<file path="src/rtl/prog_mem.sv">
// Segmented program memory: a clear sweep, a streaming segment loader with overflow
// detection and a registered read port with one cycle of latency.
module prog_mem #(
   parameter int DATA_W    = 8,
   parameter int SEG_COUNT = 4,
   parameter int SEG_DEPTH = 16,
   localparam int SEG_W    = $clog2(SEG_COUNT),
   localparam int OFF_W    = $clog2(SEG_DEPTH)
) (
   input  logic              clk,
   input  logic              rst_n,
   input  logic              rd_en,
   input  logic [SEG_W-1:0]  rd_seg,
   input  logic [OFF_W-1:0]  rd_off,
   output logic [DATA_W-1:0] rd_data,
   output logic              rd_valid,
   input  logic              clr_start,
   input  logic              ld_start,
   input  logic [SEG_W-1:0]  ld_seg,
   input  logic              ld_valid,
   input  logic [DATA_W-1:0] ld_data,
   input  logic              ld_last,
   output logic              ld_ready,
   output logic              busy,
   output logic              ld_err
);

   localparam int ADDR_W = SEG_W + OFF_W;
   localparam int DEPTH  = SEG_COUNT * SEG_DEPTH;

   typedef enum logic [1:0] {CLEAR, IDLE, LOAD} state_t;

   state_t              state_reg;
   logic [ADDR_W-1:0]   ptr_reg;
   logic [SEG_W-1:0]    seg_reg;
   logic [OFF_W-1:0]    off_reg;
   logic                busy_reg;
   logic                ld_ready_reg;
   logic                ld_err_reg;
   logic [DATA_W-1:0]   rd_data_reg;
   logic                rd_valid_reg;

   logic [DATA_W-1:0]   mem [DEPTH];

   logic                wr_en;
   logic [ADDR_W-1:0]   wr_addr;
   logic [DATA_W-1:0]   wr_data;

   // Single write port, owned by the FSM; no writes while reset is held.
   always_comb begin
      wr_en   = 1'b0;
      wr_addr = ptr_reg;
      wr_data = '0;
      if (rst_n) begin
         case (state_reg)
            CLEAR: wr_en = 1'b1;
            LOAD: begin
               if (ld_valid) begin
                  wr_en   = 1'b1;
                  wr_addr = {seg_reg, off_reg};
                  wr_data = ld_data;
               end
            end
            default: wr_en = 1'b0;
         endcase
      end
   end

   always_ff @(posedge clk) begin
      if (wr_en)
         mem[wr_addr] <= wr_data;
   end

   // Non-blocking read of the array gives the pre-write word on a same-address collision.
   always_ff @(posedge clk) begin
      if (!rst_n) begin
         rd_data_reg  <= '0;
         rd_valid_reg <= 1'b0;
      end else begin
         rd_valid_reg <= rd_en;
         if (rd_en)
            rd_data_reg <= mem[{rd_seg, rd_off}];
      end
   end

   always_ff @(posedge clk) begin
      if (!rst_n) begin
         state_reg    <= CLEAR;
         ptr_reg      <= '0;
         seg_reg      <= '0;
         off_reg      <= '0;
         busy_reg     <= 1'b1;
         ld_ready_reg <= 1'b0;
         ld_err_reg   <= 1'b0;
      end else begin
         case (state_reg)
            CLEAR: begin
               ptr_reg <= ptr_reg + ADDR_W'(1);
               if (ptr_reg == ADDR_W'(DEPTH - 1)) begin
                  state_reg <= IDLE;
                  busy_reg  <= 1'b0;
               end
            end
            IDLE: begin
               if (clr_start) begin
                  state_reg <= CLEAR;
                  ptr_reg   <= '0;
                  busy_reg  <= 1'b1;
               end else if (ld_start) begin
                  state_reg    <= LOAD;
                  seg_reg      <= ld_seg;
                  off_reg      <= '0;
                  ld_err_reg   <= 1'b0;
                  busy_reg     <= 1'b1;
                  ld_ready_reg <= 1'b1;
               end
            end
            LOAD: begin
               if (ld_valid) begin
                  off_reg <= off_reg + OFF_W'(1);
                  if (ld_last) begin
                     state_reg    <= IDLE;
                     busy_reg     <= 1'b0;
                     ld_ready_reg <= 1'b0;
                  end else if (off_reg == {OFF_W{1'b1}}) begin
                     // Segment full without a last marker: stop rather than spill over.
                     state_reg    <= IDLE;
                     busy_reg     <= 1'b0;
                     ld_ready_reg <= 1'b0;
                     ld_err_reg   <= 1'b1;
                  end
               end
            end
            default: begin
               state_reg    <= CLEAR;
               ptr_reg      <= '0;
               busy_reg     <= 1'b1;
               ld_ready_reg <= 1'b0;
            end
         endcase
      end
   end

   assign rd_data  = rd_data_reg;
   assign rd_valid = rd_valid_reg;
   assign ld_ready = ld_ready_reg;
   assign busy     = busy_reg;
   assign ld_err   = ld_err_reg;

endmodule
</file>
<file path="config.mk">
export PLATFORM = sky130hd
export DESIGN_NAME = prog_mem
export DESIGN_NICKNAME = d
export VERILOG_FILES = /design/src/rtl/prog_mem.sv
export SDC_FILE = /design/constraint.sdc
export NUM_CORES = 1
export LEC_CHECK = 0
export ABC_CLOCK_PERIOD_IN_PS = 2900
export CORE_ASPECT_RATIO = 1.2
export CORE_MARGIN = 2
export CORE_UTILIZATION = 55
export CTS_CLUSTER_DIAMETER = 50
export DETAILED_ROUTE_END_ITERATION = 10
export PLACE_DENSITY_LB_ADDON = 0.1
export SETUP_SLACK_MARGIN = 0.1
export SLEW_MARGIN = 25
export SYNTH_ARGS = -nofsm -noshare
export SYNTH_HDL_FRONTEND = slang
export SYNTH_SLANG_ARGS = --single-unit
</file>
<file path="constraint.sdc">
create_clock -name clk -period 2.9 [get_ports clk]
set_input_delay 0.58 -clock clk [delete_from_list [all_inputs] [get_ports clk]]
set_output_delay 0.58 -clock clk [all_outputs]
set_load 0.005 [all_outputs]
</file>
Yosys cells after proc, flatten, opt, wreduce, memory -nomap -nowiden
Memories as Yosys holds them, arrays and structs flattened. A register that Yosys moved wholly into a read port is not among the register bits.
Cells that the tools add are included.
W data, S select, Z words.

storage, ports and cells
  register bits after elaboration = 18
  latch bits = 0
  memory bits (writable) = 512
  memory bits (read-only) = 0
  bits of input ports = 23
  output and inout bits = 12
  logic and storage cells = 75
  memories kept = 1

operators by class
  add/sub/neg operators = 2
  $mul = 0
  divide/modulo/power cells = 0
  order comparisons = 0
  equality and inequality tests = 13
  shift-type cells = 0
  muxes and demuxes = 39
  bitwise logic cells = 3
  reduce and logical (&&, ||, !) cells = 9

memory list
  memory  words  bits a word  rd ports  clocked after memory_dff  write ports  line  source
  mem     64     8            1         1                         1            43    logic [DATA_W-1:0] mem [DEPTH];

operator list
  operator               count
  $mux W6                4
  $mux W8                3
  $pmux W6 S3            1
  $mux W1                16
  $ne A2 B2 Y1 const B   7
  $mux W2                6
  $mux W4                3
  $pmux W4 S2            1
  $reduce_and A4 Y1      2
  $add A6 B1 Y6 const B  1
  $eq A6 B6 Y1 const B   1
  $ne A3 B3 Y1 const B   2
  $pmux W1 S3            2
  $pmux W2 S3            1
  $reduce_and A6 Y1      1
  $reduce_and A5 Y1      1
  $add A4 B1 Y4 const B  1
  $eq A4 B4 Y1 const B   1
  $pmux W1 S2            2
  $not A1 Y1             3
  $reduce_and A3 Y1      1
  $eq A2 B1 Y1 const B   1
  $eq A2 B2 Y1 const B   1
  $logic_not A2 Y1       1
  3 further kinds        3

Logic depth before layout (Yosys ltp)
Gate-level depths: netlist (run 1).

  depth after elaboration = 5
  depth in mapped cells = 9
  gate-level depth less buffers = 6

Worst setup path before layout (run 1)
No wires, ideal clock.

  path kind = input port to flip-flop
  from = input rst_n
  to = memory mem[0][0], data pin
  library setup time = 0.367 ns
  arrival = 1.895 ns
  required time = 2.533 ns
  path slack = 0.638 ns
  cell stages on the path = 3
  path through = and4b_1 clkbuf_1 and2_1

between the ends
  word-level cells in the longest chain between the ends = 1

ends and longest elaborated chain
  item            line  source
  from (decl)     11    input logic rst_n,
  $mux W8         54    if (rst_n) begin
  net wr_data[0]  47    logic [DATA_W-1:0] wr_data;
  to (decl)       43

The timed path passes the listed nets, and every way through them passes these cells.

==> results of run 1 <==
report_power, final:
part           switching [mW]  total (mW)  internal (mW)
registers              0.0556        8.55           8.49
clock network            2.82        7.03           4.21
logic                   0.464       0.856          0.392
critical path: cells and delay by family:
| kind | cells | cell delay (ns) |
|---|---|---|
| buf+inv | 5 | 1.26 |
| simple gates | 2 | 0.30 |
| compound gates | 3 | 0.79 |
routing by layer:
| metal | share of wire, % | track usage [%] | up-vias |
|---|---|---|---|
| met3 | 6.3 | 3.97 | 86 |
| met5 | 0 | 0 | - |
| met2 | 51 | 43.3 | 391 |
| li1 | - | - | 5182 |
| met1 | 40 | 33.9 | 5919 |
| met4 | 2.5 | 7.39 | 0 |
final timing paths:
check | slack [ns] | startpoint | endpoint | depth (start not counted)
setup / recovery | 0.45 | rd_off[3] | rd_data[7] | 10
setup reg to reg | 0.55 | state_reg[1] | mem[18][3] | 6
hold reg to reg | 0.48 | busy | busy | 2
hold / removal | 0.48 | busy | busy | 2
cells by family (layout without fill, tap and decap cells):
group           Yosys count  after routing  share of synthesized area [%]
compound gates          171            171                           6.33
xor+xnor                  3              3                          0.124
fa+ha+maj                 2              2                          0.118
buf+inv                  74            314                           1.72
flops                   538            538                           74.8
mux                     161            161                           11.5
simple gates            227            227                           5.43
layout by cell type, fill, tap and decap left out, drive strengths merged, types with 3 or more instances in the layout:
master	count
mux2	32
or3	4
clkinv	16
nor4	16
mux4	64
mux2i	65
edfxtp	512
o21a	3
nand3b	14
nand2	37
nand3	13
a22o	49
nand2b	4
a21oi	7
nor2	75
nor3	3
bufinv	10
o22ai	17
o221ai	8
o21ai	5
a2111oi	32
a21boi	5
buf	180
inv	11
clkdlybuf4s50	32
xor2	3
clkbuf	65
o31ai	4
and2	14
a211oi	33
dfxtp	26
nor2b	39
through the flow:
step / TNS [ns] / utilization (%) / hold WS (ns) / cells
6_report: 0 / 66.7 / 0.478 / 1896
5_1_grt: 0 / 66.7 / 0.501 / 1896
4_1_cts: 0 / 66.7 / 0.481 / 1896
3_5_place_dp: -0.253 / 62.0 / 0.461 / 1801
3_3_place_gp: -1.82 / 62.0 / 0.460 / 1801
2_1_floorplan: 0 / - / 0.458 / 1176
final cells by class:
| type | count | area (sq um) |
|---|---|---|
| fillers | 2557 | 12700 |
| repair buffers | 212 | 1990 |
| multi-input cells | 564 | 5030 |
| well taps | 480 | 601 |
| clock inverters | 30 | 410 |
| flip-flops and latches | 538 | 15900 |
| inverters | 7 | 26.3 |
| clock buffers | 65 | 1360 |
==> impl_metrics.csv, run 1 <==
group,metric,value,unit
cts,cts-resized-gates,0,
routing,via_count,11578,
synthesis,synth_cells,1176,
cts,tritoncts,"built",
synthesis,yosysTopAreaCell,"edfxtp_1",
cts,clk_pin_slew_worst_paths,0.06,ns
cts,hold_buffers,0,
cts,cts_setup_buffers,0,
grt,grt_pass1_wl,73600,um
cts,clk_latency,0.59,ns
placement,place.gp.congestion,0.858,
routing,wl_per_cell,25.9,um
floorplanning,row_count,78,
layout,largest_reg_flops,512,
layout,syn_to_final_growth,19.0,%
synthesis,synth.avg_cell_area,18.1,sq um
synthesis,synth_flop_cell,"edfxtp_1",
sta,clock.fmax,407,MHz
worst_setup_path,cp-end-kind,"flop",
worst_setup_path,worstSetupPathType,"in2reg",
synthesis,async_flop_share,0,%
cts,cts_buffers,51,
synthesis,ys_ff_latch,538,
synthesis,synth_fp_nets,1201,
layout,antenna_cells,0,
sta,maxSlewViolCount,0,
routing,drt_iter0_markers,1181,
sta,period_share,84.7,%
sta,fin_crit,2.45,ns
grt,grt.overflow.total,0,
cts,cts_sinks,538,
routing,drt_pass1_iterations,5,
placement,dp_slack,-0.175,ns
synthesis,synth_top_area_share,72.3,%
cts,htreeDepth,2,
sta,rsz0062_at_grt,"false",
synthesis,syn_area,21300,sq um
worst_setup_path,worstPathArrival,2.94,ns
synthesis,synth_cell_type_count,49,
routing,vias_per_cell,6.11,
sta,clock_skew,0.0215,ns
floorplanning,design.core.area,38000,sq um
pwr,irDropWorstVdd,0.000504,V
cts,cts-root-buf,"clkbuf_16",
floorplanning,io-pin-count,35,
synthesis,synth.most_common_cell,"edfxtp_1",
synthesis,synth_edf_count,512,
grt,grt_max_degree,65,
worst_setup_path,start_kind,"primary input",
run,max_cap_violations,0,
synthesis,ys_warn_count,0,
layout,drive_gt1_share,26.1,%
sta,slew_headroom,46.5,%
min_path,hp-class,"reg2reg",
pwr,p_leak,8.95,nW
routing,antenna_left,0,
synthesis,ys_seq_area_share,74.8,%
layout,final_area,25300,sq um
worst_setup_path,crit_chain,"clkdlybuf4s50_1 -> buf_4 -> nand2b_1 -> buf_4 -> a211oi_1 -> a2111oi_0 -> buf_4 -> nor4_1 -> buf_4 -> o221ai_1",
worst_setup_path,crit_path_max_fanout,9,
worst_setup_path,required,3.39,ns
pwr,p_per_area,649,nW/um^2
floorplanning,die_w,183,um
cts,cts_buffer_depth,3,
routing,drc_errors,0,
floorplanning,start_util,56.0,%
layout,nets,1399,
floorplanning,dieArea,40300,sq um
grt,grt_usage,25.3,%
run_status,status,"completed",
sta,fin_ws,0.445,ns
synthesis,yosys-top-cells-count,"512 x edfxtp_1, 75 x nor2_1, 65 x mux2i_1",
placement,post-dp-hpwl,32500,um
grt,grt_pass1_vias,11576,
grt,antenna_found_initial,0,
sta,finalSetupViolations,0,
sta,hold_viol,0,
worst_setup_path,slowest_stage,"a2111oi_0",
routing,wirelength,49100,um
placement,io_buffers,34,
floorplanning,fp.dieH,219,um
pwr,power.total,16.4,mW
worst_setup_path,cpPeakStageDelay,0.60,ns
worst_setup_path,crit_top_cell,"buf_4",
placement,placed_cell_area,23500,sq um
sta,worst_slew_pin_slew,0.783,ns
synthesis,synth_area_leaders,"edfxtp_1 72%, mux4_2 6.8%, mux2i_1 3.1%, dfxtp_1 2.4%, a22o_1 2.0%",
No activity file was read; power rests on OpenSTA's default activity.
==> run 2: changes to the inputs <==
--- a/config.mk
+++ b/config.mk
@@ -5,7 +5,7 @@
 export SDC_FILE = /design/constraint.sdc
 export NUM_CORES = 1
 export LEC_CHECK = 0
-export ABC_CLOCK_PERIOD_IN_PS = 2900
+export ABC_CLOCK_PERIOD_IN_PS = 2050
 export CORE_ASPECT_RATIO = 1.2
 export CORE_MARGIN = 2
 export CORE_UTILIZATION = 55
==> constraint.sdc (replaced) <==
create_clock -name clk -period 2.05 [get_ports clk]
set_input_delay 0.41 -clock clk [delete_from_list [all_inputs] [get_ports clk]]
set_output_delay 0.41 -clock clk [all_outputs]
set_load 0.005 [all_outputs]
==> impl_metrics.csv, run 2 (same netlist as run 1, synthesis figures left out) <==
group,metric,value,unit
grt,grt_pass1_wl,77400,um
pwr,p_leak,9.60,nW
sta,clock.fmax,483,MHz
sta,fin_setup_tns,-0.378,ns
min_path,worstHoldStart,"ld_seg[0]",
cts,tritoncts,"built",
floorplanning,dieArea,40300,sq um
cts,clk_latency,0.57,ns
grt,antenna_found_initial,0,
sta,period_share,101,%
grt,grt_usage,26.5,%
min_path,hp-class,"in2reg",
cts,htreeDepth,2,
run_status,failed_checks,"negative setup slack",
worst_setup_path,crit_path_max_fanout,7,
grt,grt.overflow.total,0,
sta,clock_skew,0.0126,ns
layout,antenna_cells,0,
floorplanning,design.core.area,38000,sq um
pwr,p_per_area,857,nW/um^2
placement,io_buffers,34,
sta,finalSetupViolations,41,
layout,largest_reg_flops,512,
sta,fin_ws,-0.0188,ns
placement,place.gp.congestion,0.862,
grt,grt_max_degree,65,
floorplanning,row_count,78,
worst_setup_path,start_kind,"primary input",
pwr,irDropWorstVdd,0.000822,V
sta,slew_headroom,49.9,%
floorplanning,fp.dieH,219,um
worst_setup_path,r2r-start,"state_reg[0]",
worst_setup_path,worstSetupPathType,"in2reg",
worst_setup_path,crit_start,"rst_n",
routing,drc_errors,0,
cts,cts_buffers,53,
floorplanning,start_util,56.0,%
routing,wirelength,53000,um
placement,placed_cells,1848,
run_status,status,"finished with violations",
routing,drt_iter0_markers,1286,
worst_setup_path,required,2.34,ns
layout,layout_commonest_cell,"edfxtp_1",
sta,worst_slew_pin_slew,0.750,ns
routing,via_count,12164,
layout,drive_gt1_share,38.9,%
layout,layoutNonFillerInstCount,1975,
routing,drt_pass1_iterations,5,
placement,post-dp-hpwl,34400,um
floorplanning,io-pin-count,35,
pwr,power.total,23.4,mW
worst_setup_path,cp-end-kind,"flop",
layout,nets,1478,
layout,syn_to_final_growth,28.4,%
routing,wl_per_cell,26.8,um
run,max_cap_violations,0,
cts,cts_sinks,538,
sta,rsz0062_at_grt,"true",
sta,maxSlewViolCount,0,
cts,cts_buffer_depth,3,
worst_setup_path,worstPathArrival,2.36,ns
cts,cts-root-buf,"clkbuf_16",
grt,grt_pass1_vias,12102,
routing,antenna_left,0,
floorplanning,die_w,183,um
sta,fin_crit,2.07,ns
layout,most-common-layout-cells,"512 x edfxtp_1, 159 x buf_4, 65 x mux2i_1",
cts,clk_pin_slew_worst_paths,0.06,ns
sta,hold_viol,0,
routing,vias_per_cell,6.16,
-- run 2: cell types whose count changed in the layout (fill, tap and decap cells not counted), moves of 14 or more --
cell,delta
a2111oi_2,+14
nor2_4,+38
a2111oi_0,-26
nor2_1,-48
buf_6,+55
-- run 2: metal layers --
| metal | track usage, % | vias to the layer above | routed length, um | part of all wire, % |
|---|---|---|---|---|
| li1 | - | 5355 | - | - |
| met2 | 43.8 | 411 | 26300 | 50 |
| met3 | 3.68 | 97 | 3030 | 5.7 |
| met4 | 8.59 | 0 | 1720 | 3.2 |
| met1 | 36.9 | 6301 | 21900 | 41 |
| met5 | 0 | - | 0 | 0 |
-- run 2: final cells by class --
type                       instances  area (sq um)
clock inverter                    29           305
sequential                       538         15900
multi-input combinational        564          6060
inverter                           7          26.3
clock buffer                      68          1430
fill                            2306         10700
timing repair buffer             289          2970
tap                              480           601
-- run 2: path summary, 6_finish.rpt --
kind / to / slack, ns / cells after the start
setup / recovery: mem[32][1] / -0.02 / 9
hold / removal: seg_reg[0] / 0.42 / 3
setup reg to reg: mem[32][1] / -0.01 / 8
hold reg to reg: busy / 0.48 / 2
-- run 2: through the flow --
step           worst slack (ns)  cell area [sq um]  hold slack, ns  utilization, %
3_5_place_dp              -1.06              24000           0.465            63.1
5_1_grt                 -0.0868              27300           0.433            71.9
2_1_floorplan           -0.0810              21300           0.458               -
3_3_place_gp              -1.33              23900           0.474            63.1
4_1_cts               -0.000100              26700           0.393            70.3
6_report                -0.0188              27300           0.422            71.9
-- run 2: worst max-delay path, stage by stage --
cell	delay (ns)
clkdlybuf4s50_1	0.54
nand4b_1	0.25
or3_4	0.41
o31ai_4	0.08
nand2_1	0.12
buf_6	0.14
buf_12	0.14
nor2_4	0.12
buf_6	0.15
-- run 2: what timing repair did --
action | CTS | global route
endpoints found under the hold margin | 0 | 0
hold buffers | 0 | 0
setup buffers | 12 | 18
pin swaps | 29 | 31
endpoints found under the setup margin | 528 | 521
gates resized for setup | 202 | 108
-- run 2: power breakdown --
| part | switching [mW] | internal, mW |
|---|---|---|
| logic | 0.866 | 0.787 |
| registers | 0.0825 | 12.0 |
| clock network | 3.97 | 5.67 |
| total | 4.92 | 18.5 |
==> run 3: changes to the inputs <==
--- a/config.mk
+++ b/config.mk
@@ -6,6 +6,7 @@
 export NUM_CORES = 1
 export LEC_CHECK = 0
 export ABC_CLOCK_PERIOD_IN_PS = 2050
+export CAP_MARGIN = 20
 export CORE_ASPECT_RATIO = 1.2
 export CORE_MARGIN = 2
 export CORE_UTILIZATION = 55
==> results of run 3 <==
No change in the layout: final DEF, timing and power equal those of run 2.
